`src/rtl/wbs_wide_entry_port.sv`:
```
// Wishbone-classic slave that assembles 32-bit beats into wide
// memory entries and slices buffered entries back out for reads.
module wbs_wide_entry_port #(
    parameter int          WB_WIDTH       = 32,
    parameter int          WIDE_WIDTH     = 66,
    parameter int          MEM_ADDR_WIDTH = 9,
    parameter logic [31:0] BASE_ADDR      = 32'h3002_0000,
    parameter logic [31:0] ADDR_MASK      = 32'hFFFF_0000,
    parameter int          READ_LATENCY   = 1
) (
    input  logic                      wb_clk_i,
    input  logic                      rst_n,
    input  logic                      wbs_stb_i,
    input  logic                      wbs_cyc_i,
    input  logic                      wbs_we_i,
    input  logic [WB_WIDTH/8-1:0]     wbs_sel_i,
    input  logic [31:0]               wbs_adr_i,
    input  logic [WB_WIDTH-1:0]       wbs_dat_i,
    output logic                      wbs_ack_o,
    output logic [WB_WIDTH-1:0]       wbs_dat_o,
    output logic                      mem_wen,
    output logic                      mem_ren,
    output logic [MEM_ADDR_WIDTH-1:0] mem_addr,
    output logic [WIDE_WIDTH-1:0]     mem_wdata,
    input  logic [WIDE_WIDTH-1:0]     mem_rdata,
    output logic                      err_o,
    output logic [MEM_ADDR_WIDTH:0]   commit_cnt_o
);

    localparam int BEATS     = (WIDE_WIDTH + 31) / 32;
    localparam int SLOT_BITS = (BEATS > 1) ? $clog2(BEATS) : 1;
    localparam int LANES     = BEATS * 4;
    localparam int MAW       = MEM_ADDR_WIDTH;

    typedef enum logic [1:0] {IDLE, RD_WAIT, ACK} state_t;

    state_t                state_q, state_d;
    logic                  ack_q, ack_d;
    logic                  wen_q, wen_d;
    logic                  ren_q, ren_d;
    logic                  err_q, err_d;
    logic [31:0]           dat_q, dat_d;
    logic [MAW-1:0]        addr_q, addr_d;
    logic [MAW:0]          cnt_q, cnt_d;
    logic [WIDE_WIDTH-1:0] stage_q, stage_d;
    logic [MAW-1:0]        stage_ent_q, stage_ent_d;
    logic [LANES-1:0]      mask_q, mask_d;
    logic [WIDE_WIDTH-1:0] rbuf_q, rbuf_d;
    logic [MAW-1:0]        rbuf_ent_q, rbuf_ent_d;
    logic                  rbuf_vld_q, rbuf_vld_d;
    logic [SLOT_BITS-1:0]  beat_q, beat_d;
    logic [2:0]            lat_q, lat_d;

    logic                  hit;
    logic [SLOT_BITS-1:0]  beat;
    logic [MAW-1:0]        entry;
    logic                  beat_ok;
    logic [LANES-1:0]      mask_t;
    logic                  missing;

    assign hit     = wbs_stb_i & wbs_cyc_i
                   & ((wbs_adr_i & ADDR_MASK) == BASE_ADDR);
    assign beat    = wbs_adr_i[2 +: SLOT_BITS];
    assign entry   = wbs_adr_i[2 + SLOT_BITS +: MAW];
    assign beat_ok = int'(beat) < BEATS;

    // 32-bit slice of an entry; bits above the entry width read as zero
    function automatic logic [31:0] slice(
        input logic [WIDE_WIDTH-1:0] w,
        input logic [SLOT_BITS-1:0]  b
    );
        logic [31:0] r;
        r = '0;
        for (int i = 0; i < WIDE_WIDTH; i++) begin
            if (i / 32 == int'(b)) r[i % 32] = w[i];
        end
        return r;
    endfunction

    // Next-state, write merge / commit and read-buffer control
    always_comb begin
        state_d     = state_q;
        ack_d       = 1'b0;
        wen_d       = 1'b0;
        ren_d       = 1'b0;
        err_d       = err_q;
        dat_d       = dat_q;
        addr_d      = addr_q;
        cnt_d       = cnt_q;
        stage_d     = stage_q;
        stage_ent_d = stage_ent_q;
        mask_d      = mask_q;
        rbuf_d      = rbuf_q;
        rbuf_ent_d  = rbuf_ent_q;
        rbuf_vld_d  = rbuf_vld_q;
        beat_d      = beat_q;
        lat_d       = lat_q;
        mask_t      = mask_q;
        missing     = 1'b0;
        unique case (state_q)
            IDLE: begin
                if (hit && wbs_we_i) begin
                    state_d = ACK;
                    ack_d   = 1'b1;
                    if (!beat_ok) begin
                        err_d = 1'b1;
                    end else begin
                        if (entry != stage_ent_q && mask_q != '0) begin
                            err_d  = 1'b1;
                            mask_t = '0;
                        end
                        stage_ent_d = entry;
                        for (int i = 0; i < WIDE_WIDTH; i++) begin
                            if (i / 32 == int'(beat) && wbs_sel_i[(i % 32) / 8])
                                stage_d[i] = wbs_dat_i[i % 32];
                        end
                        for (int k = 0; k < LANES; k++) begin
                            if (k / 4 == int'(beat) && wbs_sel_i[k % 4])
                                mask_t[k] = 1'b1;
                        end
                        if (int'(beat) == BEATS - 1) begin
                            for (int k = 0; k < LANES; k++) begin
                                if (k / 4 < BEATS - 1 && !mask_t[k])
                                    missing = 1'b1;
                            end
                            if (missing) err_d = 1'b1;
                            wen_d      = 1'b1;
                            addr_d     = entry;
                            mask_d     = '0;
                            rbuf_vld_d = 1'b0;
                            if (cnt_q != '1) cnt_d = cnt_q + (MAW+1)'(1);
                        end else begin
                            mask_d = mask_t;
                        end
                    end
                end else if (hit) begin
                    beat_d = beat;
                    if (rbuf_vld_q && rbuf_ent_q == entry) begin
                        state_d = ACK;
                        ack_d   = 1'b1;
                        dat_d   = slice(rbuf_q, beat);
                    end else begin
                        state_d    = RD_WAIT;
                        ren_d      = 1'b1;
                        addr_d     = entry;
                        lat_d      = '0;
                        rbuf_ent_d = entry;
                        rbuf_vld_d = 1'b0;
                    end
                end
            end
            RD_WAIT: begin
                if (int'(lat_q) == READ_LATENCY - 1) begin
                    state_d    = ACK;
                    ack_d      = 1'b1;
                    rbuf_d     = mem_rdata;
                    rbuf_vld_d = 1'b1;
                    dat_d      = slice(mem_rdata, beat_q);
                end else begin
                    lat_d = lat_q + 3'd1;
                end
            end
            ACK:     state_d = IDLE;
            default: state_d = IDLE;
        endcase
    end

    // State and registered outputs; reset aborts any transaction
    always_ff @(posedge wb_clk_i or negedge rst_n) begin
        if (!rst_n) begin
            state_q     <= IDLE;
            ack_q       <= 1'b0;
            wen_q       <= 1'b0;
            ren_q       <= 1'b0;
            err_q       <= 1'b0;
            dat_q       <= '0;
            addr_q      <= '0;
            cnt_q       <= '0;
            stage_q     <= '0;
            stage_ent_q <= '0;
            mask_q      <= '0;
            rbuf_q      <= '0;
            rbuf_ent_q  <= '0;
            rbuf_vld_q  <= 1'b0;
            beat_q      <= '0;
            lat_q       <= '0;
        end else begin
            state_q     <= state_d;
            ack_q       <= ack_d;
            wen_q       <= wen_d;
            ren_q       <= ren_d;
            err_q       <= err_d;
            dat_q       <= dat_d;
            addr_q      <= addr_d;
            cnt_q       <= cnt_d;
            stage_q     <= stage_d;
            stage_ent_q <= stage_ent_d;
            mask_q      <= mask_d;
            rbuf_q      <= rbuf_d;
            rbuf_ent_q  <= rbuf_ent_d;
            rbuf_vld_q  <= rbuf_vld_d;
            beat_q      <= beat_d;
            lat_q       <= lat_d;
        end
    end

    assign wbs_ack_o    = ack_q;
    assign wbs_dat_o    = dat_q;
    assign mem_wen      = wen_q;
    assign mem_ren      = ren_q;
    assign mem_addr     = addr_q;
    assign mem_wdata    = stage_q;
    assign err_o        = err_q;
    assign commit_cnt_o = cnt_q;

endmodule
```
`config.mk`:
```
export PLATFORM = sky130hd
export DESIGN_NAME = wbs_wide_entry_port
export DESIGN_NICKNAME = d
export VERILOG_FILES = /design/src/rtl/wbs_wide_entry_port.sv
export SDC_FILE = /design/constraint.sdc
export NUM_CORES = 1
export LEC_CHECK = 0
export ABC_CLOCK_PERIOD_IN_PS = 6800
export BUFFER_PORTS_ARGS = -buffer_cell sky130_fd_sc_hd__clkbuf_2
export CAP_MARGIN = 15
export CORE_MARGIN = 8
export CORE_UTILIZATION = 58
export CTS_BUF_LIST = sky130_fd_sc_hd__clkbuf_16
export DETAILED_ROUTE_END_ITERATION = 7
export MAX_ROUTING_LAYER = met4
export PLACE_DENSITY = 0.89
export SYNTH_ARGS = -nofsm -noshare
export SYNTH_HDL_FRONTEND = slang
export SYNTH_SLANG_ARGS = --single-unit
```
`constraint.sdc`:
```
create_clock -name wb_clk_i -period 6.8 [get_ports wb_clk_i]
set_input_delay 0.34 -clock wb_clk_i [delete_from_list [all_inputs] [get_ports wb_clk_i]]
set_output_delay 0.34 -clock wb_clk_i [all_outputs]
set_load 0.02 [all_outputs]
```
; ---- Word level (Yosys, flattened, before mapping)
; Cells that the tools add are included.
[word_totals]
in_bits = 139
out_inout_bits = 121
ff_bits = 225
wordCells = 334
[classes]
n_mux = 226
order_cmp = 1
eq_ne = 23
reduce_logical = 50
n_bitwise = 4
add_sub_neg = 2
[op_table]
columns = op, count
row1 = $mux 1, 202
row2 = $mux 32, 4
row3 = $pmux 32 s2, 1
row4 = $reduce_and 4->1, 14
row5 = $mux 9, 5
row6 = $mux 12, 2
row7 = $reduce_and 5->1, 4
row8 = $eq 16x14->1 const B, 1
row9 = $ne 2x2->1 const B, 8
row10 = $logic_and 1x1->1, 15
row11 = $mux 3, 4
row12 = $ne 3x3->1 const B, 4
row13 = $reduce_bool 12->1, 1
row14 = $reduce_bool 3->1, 4
row15 = $add 10x1->10 const B, 1
row16 = $ne 10x10->1 const B, 1
row17 = $eq 9x9->1, 1
row18 = $ne 9x9->1, 1
row19 = $eq 2x2->1 const A, 4
row20 = $mux 2, 4
row21 = $logic_not 2->1, 3
row22 = $pmux 3 s2, 1
row23 = $reduce_and 2->1, 3
row24 = $reduce_and 3->1, 2
row25 = 12 further kinds, 16

; ---- Longest topological paths before layout
; Gate-level depths: netlist of the first run.
[logic_depth]
depth_word = 22
ltp_mapped = 8
depth_no_buf = 7

; ---- Least setup slack after synthesis of the first run
; Ideal clock, no wire load.
[synth_path]
path_kind = input -> register
from = input port wbs_adr_i[18]
to = register dat_q[0], in the netlist wbs_dat_o[0]
slack_ns = 4.542
arrival_ns = 2.133
path_stages = 6
setup_ns = 0.125
n_path_buf = 1
required_time_ns = 6.675
path_cell_list = nand4bb_4 or4_4 nor4_4 a21oi_4 buf_6 mux2_4
[synth_via]
elab_chain_cells = 5
elab_cells_between_ends = 6
cone_classes = eq/ne (3) / bitwise (1) / reduce/logical (2)
[synth_lines]
columns = item, line_no
row1 = start: declaration, 17  ; input logic [31:0] wbs_adr_i,
row2 = $eq 16x14->1 (*), 62  ; & ((wbs_adr_i & ADDR_MASK) == BASE_ADDR);
row3 = $and 1x1->1 (*), 62
row4 = $logic_and 1x1->1, 102  ; if (hit && wbs_we_i) begin
row5 = $ne 2x2->1 (no line), --
row6 = $reduce_and 5->1 (no line) (*), --
row7 = end signal: assignment, 193  ; dat_q <= dat_d;
row8 = end: declaration, 42  ; logic [31:0] dat_q, dat_d;
; Every way passes the cells marked *; elsewhere a longest branch is shown, timed or not.
; A chain may end at the register's enable or synchronous reset.

; ---- Worst setup path after layout of the first run
[layout_path]
from = register state_q[0]
to = register stage_q[53], in the netlist mem_wdata[53]
[layout_via]
elab_chain_cells = 2
[layout_lines]
columns = item, line_no
row1 = start: declaration, 37  ; state_t state_q, state_d;
row2 = start signal: assignment, 188  ; state_q <= state_d;
row3 = $logic_not 2->1, 100  ; unique case (state_q)
row4 = $reduce_and 4->1 (no line), --
row5 = end signal: assignment, 196  ; stage_q <= stage_d;
row6 = end: declaration, 45  ; logic [WIDE_WIDTH-1:0] stage_q, stage_d;
; No other way between the ends.

==> flow_summary.ini, run 1 <==
[yosys]
syn-num-nets = 1009
synth_area_leaders = dfrtp_1, mux2_2, nand2_1, mux2i_1, mux2_4
synth_area_um2 = 10310
ys_warn_count = 0
synthFlopType = dfrtp_1
synth_cell_type_count = 59
ys_seq_elements = 225
async_flop_share_pct = 100.0
synth_top_cell_by_area = dfrtp_1
syn_inst = 867
synth-edff-count = 0
ys_seq_area_share_pct = 54.61
avgSynthCellArea_um2 = 11.89
netlist.area_leader.share_pct = 54.61

[drt]
postRouteAntennaNets = 0
drt_iter0_drc = 433
via_per_inst = 5.581
wl_per_cell_um = 19.19
drc = 0
num_vias = 7584
wirelength_um = 26090
drt-pass1-iter-count = 5

[clocking]
h-tree-depth = 1
clk_path_buf_depth = 3
root_buffer = clkbuf_16
clock_latency_ps = 500
cts_sinks = 225
tritoncts = built
path_clk_slew_ps = 60
cts_resized = 0
numCtsBuffers = 24

[final_layout]
syn_to_final_growth_pct = 20.89
multi_input_area_um2 = 4405
final_cell_mix = clkbuf_2, dfrtp_1, nand2_1
diodes = 0
fin_nets = 1259
final-seq-area_um2 = 5632
layout_commonest_cell = clkbuf_2
instances_no_fill = 1359
final_layout_size_suffix_gt1_share_pct = 39.59
nFillCells = 1211
stdcell_area_um2 = 12460

[global_routing]
antenna_found_initial = 0
grt_max_degree = 88
grt-ovfl-total = 0
grt_pass1_wl_um = 42150
grt_pass1_vias = 8119
grt_usage_pct = 24.03

[sta]
rsz0062_at_grt = false
holdWs_ps = 42.29
setup_viol = 0
clock_skew_ps = 12.69
timing.fmax_mhz = 344.2
final.setup.tns_ps = 0
fin_crit_sh_pct = 42.72
worst_pin_slew_ps = 1098
drv_slew = 0
relSlewSlack_pct = 26.79
finalHoldViolations = 0
period_needed_ps = 2905

[worst_setup_path]
cp.arrival_ps = 3280
slowest_delay_ps = 860
critPathSlowestCell = nor4_4
critical_path_class = flip-flop to flip-flop
crit_chain = or2_2 -> nor4_4 -> nand3_1 -> mux2_2
cp-start-kind = flip-flop
r2r_slack_ps = 3890
critical_path_required_ps = 7180
worstSetupEndpointType = flip-flop
cp_max_fo = 12

[floorplan]
design.core.area_um2 = 17360
rows = 48
ios = 260
die_h_um = 149.3
initial_core_util_pct = 59.40
dieArea_um2 = 22300
die_w_um = 149.3

[run_status]
outcome = completed

[min_path]
hold_class = input port to flip-flop

[placement]
place_inst = 1315
port_buffers = 254
place.gp.congestion = 0.8462
place_area_um2 = 11690
dp.final_hpwl_um = 18600

[pwr]
power.density_nw_per_um2 = 219.6
power.leakage_nw = 6.488
finalPower_mw = 2.736
ir_drop_mv = 0.2050

[job]
cap_viol_max_count = 0
## repair_timing
item | CTS | global route
hold buffers | 1 | 0
hold endpoints to repair | 85 | 0
buffers inserted | 0 | 0
## cell usage after synthesis, types with 5 or more instances
master and instances:
dfrtp_1 225, nand2_1 212, mux2_2 100, mux2i_1 63, mux2_4 30, o22ai_1 30
xnor2_1 26, clkbuf_1 21, nor2_1 15, nand3_1 12, nand4_1 10, nor4_1 8
and3_1 7, inv_1 7, o21ai_0 7, clkbuf_8 6, nor2b_1 6, a31oi_1 5
and2_1 5
## final cells by class
| class | instances | area share, % |
|---|---|---|
| sequential | 225 | 45.19 |
| timing repair buffer | 263 | 10.84 |
| multi-input combinational | 595 | 35.35 |
| clock inverter | 18 | 1.104 |
| inverter | 8 | 0.2409 |
| clock buffer | 25 | 5.020 |
| tap | 225 | 2.259 |
## kinds of logic (layout without fill, tap and decap cells)
kind of cell	Yosys count	after routing	synth area share (%)
fa+ha+maj	3	3	0.3641
mux	193	193	21.41
xor+xnor	27	27	2.294
flops	225	225	54.61
compound gates	71	71	4.867
simple gates	301	301	13.77
buf+inv	47	314	2.682
## worst paths after layout
path | from | endpoint | depth (start not counted)
setup / recovery | state_q[0] | mem_wdata[53] | 4
hold / removal | mem_rdata[33] | rbuf_q[33] | 3
setup reg to reg | state_q[0] | mem_wdata[53] | 4
hold reg to reg | rbuf_q[10] | rbuf_q[10] | 2
max in group asynchronous | rst_n | mem_wdata[14] | 3
min in group asynchronous | rst_n | mem_addr[5] | 2
## sequential cells by signal, summed over array words and instances, names as in the netlist, 2 cells and up
register / flops
mask_q: 12
mem_addr: 9
state_q: 2
rbuf_q: 66
stage_ent_q: 9
commit_cnt_o: 10
lat_q: 3
mem_wdata: 66
wbs_dat_o: 32
rbuf_ent_q: 9
beat_q: 2
## through the flow
step / setup WS (ps) / util, %
floorplan: 4542 / -
global placement: 3599 / 67.35
detailed placement: 3571 / 67.35
CTS: 3891 / 71.81
global route: 3730 / 71.81
finish: 3895 / 71.81
## worst max-delay path, delay by kind of cell, from the launching register on
kind / cells / cell delay, ps
DFF: 1 / 480
muxes: 1 / 450
and+or+nand+nor: 3 / 1840
## report_power, final
part	switching [mW]	leakage (nW)	internal, mW
Combinational	0.0829	3.33	0.0566
Sequential	0.00391	2.77	1.34
Clock	0.511	0.393	0.739
Total	0.598	6.49	2.14
## metal layers
| metal | vias up | global-route usage, % | share of wire [%] |
|---|---|---|---|
| met5 | - | - | 0 |
| met4 | 0 | 5.300 | 1.5 |
| met3 | 32 | 4.945 | 7.5 |
| met2 | 274 | 40.00 | 50 |
| met1 | 3758 | 29.80 | 41 |
| li1 | 3520 | - | - |
Power figures use the tool's default switching activity.
==> run 2: changes to the inputs <==
ABC_AREA = 1   (was not set)
ABC_CLOCK_PERIOD_IN_PS = 2500   (was 6800)
CORE_UTILIZATION = 48   (was 58)
PLACE_DENSITY = 0.79   (was 0.89)
clock period = 2.5 ns   (was 6.8 ns; I/O delays follow)
==> flow_summary.ini, run 2 <==
[global_routing]
grt-ovfl-total = 0
antenna_found_initial = 3
grt_pass1_wl_um = 48580
grt_pass1_vias = 9686
grt_usage_pct = 22.71
grt_max_degree = 125

[pwr]
power.leakage_nw = 7.179
ir_drop_mv = 0.5930
power.density_nw_per_um2 = 853.3

[final_layout]
instances_no_fill = 1790
final_layout_size_suffix_gt1_share_pct = 23.21
final_cell_mix = nand2_1, clkbuf_2, dfrtp_1
fin_nets = 1636
syn_to_final_growth_pct = 32.37
nFillCells = 1605
layout_commonest_cell = nand2_1

[yosys]
avgSynthCellArea_um2 = 8.968
synth.most_common_cell = nand2_1
synth_cell_type_count = 41
netlist.area_leader.share_pct = 54.74
synthTopCellsByCount = nand2_1, dfrtp_1, o21ai_0
async_flop_share_pct = 100.0
ys_seq_elements = 225
synth_top_cell_by_area = dfrtp_1
synthFlopType = dfrtp_1
synth_area_um2 = 10290
ys_seq_area_share_pct = 54.74
synth_area_leaders = dfrtp_1, nand2_1, o21ai_0, inv_1, a221o_1
syn_inst = 1147
ys_warn_count = 0
synth-edff-count = 0
syn-num-nets = 1289

[worst_setup_path]
cp_max_fo = 64
cp.arrival_ps = 2600
r2r_slack_ps = 300
worstSetupEndpointType = flip-flop
critical_path_class = flip-flop to flip-flop
critical_path_required_ps = 2900
cp-start-kind = flip-flop

[sta]
drv_slew = 0
worst_pin_slew_ps = 767.4
rsz0062_at_grt = false
fin_crit_sh_pct = 88.19
final.setup.tns_ps = 0
period_needed_ps = 2205
timing.fmax_mhz = 453.6
clock_skew_ps = 10.04
setup_viol = 0
finalHoldViolations = 0
setup_ws_ps = 295.2
relSlewSlack_pct = 48.84

[floorplan]
initial_core_util_pct = 48.93
die_h_um = 162.4
design.core.area_um2 = 21020
die_w_um = 162.4
dieArea_um2 = 26370
rows = 53
ios = 260

[drt]
wl_per_cell_um = 16.48
via_per_inst = 5.207
drc = 0
drt-pass1-iter-count = 5
wirelength_um = 29500
num_vias = 9321
postRouteAntennaNets = 0
drt_iter0_drc = 792

[clocking]
root_buffer = clkbuf_16
path_clk_slew_ps = 60
clk_path_buf_depth = 3
h-tree-depth = 1
cts_sinks = 225
clock_latency_ps = 510
tritoncts = built
numCtsBuffers = 25

[placement]
preCtsSetupSlack_ps = 401.6
place.gp.congestion = 0.8284
port_buffers = 254
dp.final_hpwl_um = 18600
place_inst = 1632

[run_status]
outcome = completed

[min_path]
hold_class = input port to flip-flop

[job]
cap_viol_max_count = 0
[run 2: stage by stage]
step	hold slack [ps]	utilization (%)	power [mW]	area (um^2)
floorplan	-170.6	-	6.972	10290
global placement	-25.33	55.73	7.751	11720
detailed placement	-25.55	55.73	7.877	11720
CTS	0.9601	64.73	11.62	13610
global route	26.92	64.77	12.32	13620
finish	16.66	64.77	11.62	13620
[run 2: critical path, stage by stage (launching register included)]
cell     delay [ps]
dfrtp_1         390
xnor2_1         160
nand2_1          80
nor3_1          170
nand4_1         180
and2_1          240
nor2_4          150
nand2_8         300
o21ai_0         380
[run 2: routing by layer]
layer / vias up / routed length (um) / global-route usage (%)
met1: 4414 / 11990 / 28.04
met3: 79 / 2449 / 4.247
li1: 4435 / - / -
met4: 0 / 912 / 7.955
met5: - / 0 / -
met2: 393 / 14150 / 36.93
[run 2: kinds of logic (layout without fill, tap and decap cells)]
group	after synthesis	in the layout	share of synthesized area, %
xor+xnor	19	19	1.618
flops	225	225	54.74
simple gates	398	398	16.34
other cells	0	3	0
fa+ha+maj	3	3	0.3650
buf+inv	214	579	9.098
compound gates	288	288	17.84
[run 2: layout make-up]
class	instances	area, um^2	area share [%]
Tap cell	275	344.1	2.527
Sequential cell	225	5630	41.35
Clock buffer	25	625.6	4.595
Multi-Input combinational cell	708	3737	27.45
Timing Repair Buffer	373	2500	18.36
Antenna cell	3	7.507	0.05514
Clock inverter	20	166.4	1.222
Inverter	161	604.3	4.439
[run 2: path summary, 6_finish.rpt]
| kind | from | end | cells after the start |
|---|---|---|---|
| worst max-delay path | rbuf_ent_q[2] | wbs_dat_o[29] | 8 |
| worst min register to register | mem_wdata[34] | mem_wdata[34] | 2 |
| worst max register to register | rbuf_ent_q[2] | wbs_dat_o[29] | 8 |
| max in group asynchronous | rst_n | wbs_dat_o[30] | 3 |
| min in group asynchronous | rst_n | stage_ent_q[2] | 2 |
| worst min-delay path | wbs_adr_i[2] | beat_q[0] | 3 |
[run 2: power by group]
group	leakage, nW	internal (mW)	switching (mW)
Sequential	2.92	4.41	0.433
Combinational	3.85	1.22	2.00
Clock	0.406	2.12	1.44
[run 2: what timing repair did]
item                      in CTS  in global routing
gates resized for setup        0                  0
setup buffers                  0                  0
hold buffers                 110                  0
hold endpoints to repair     378                  0
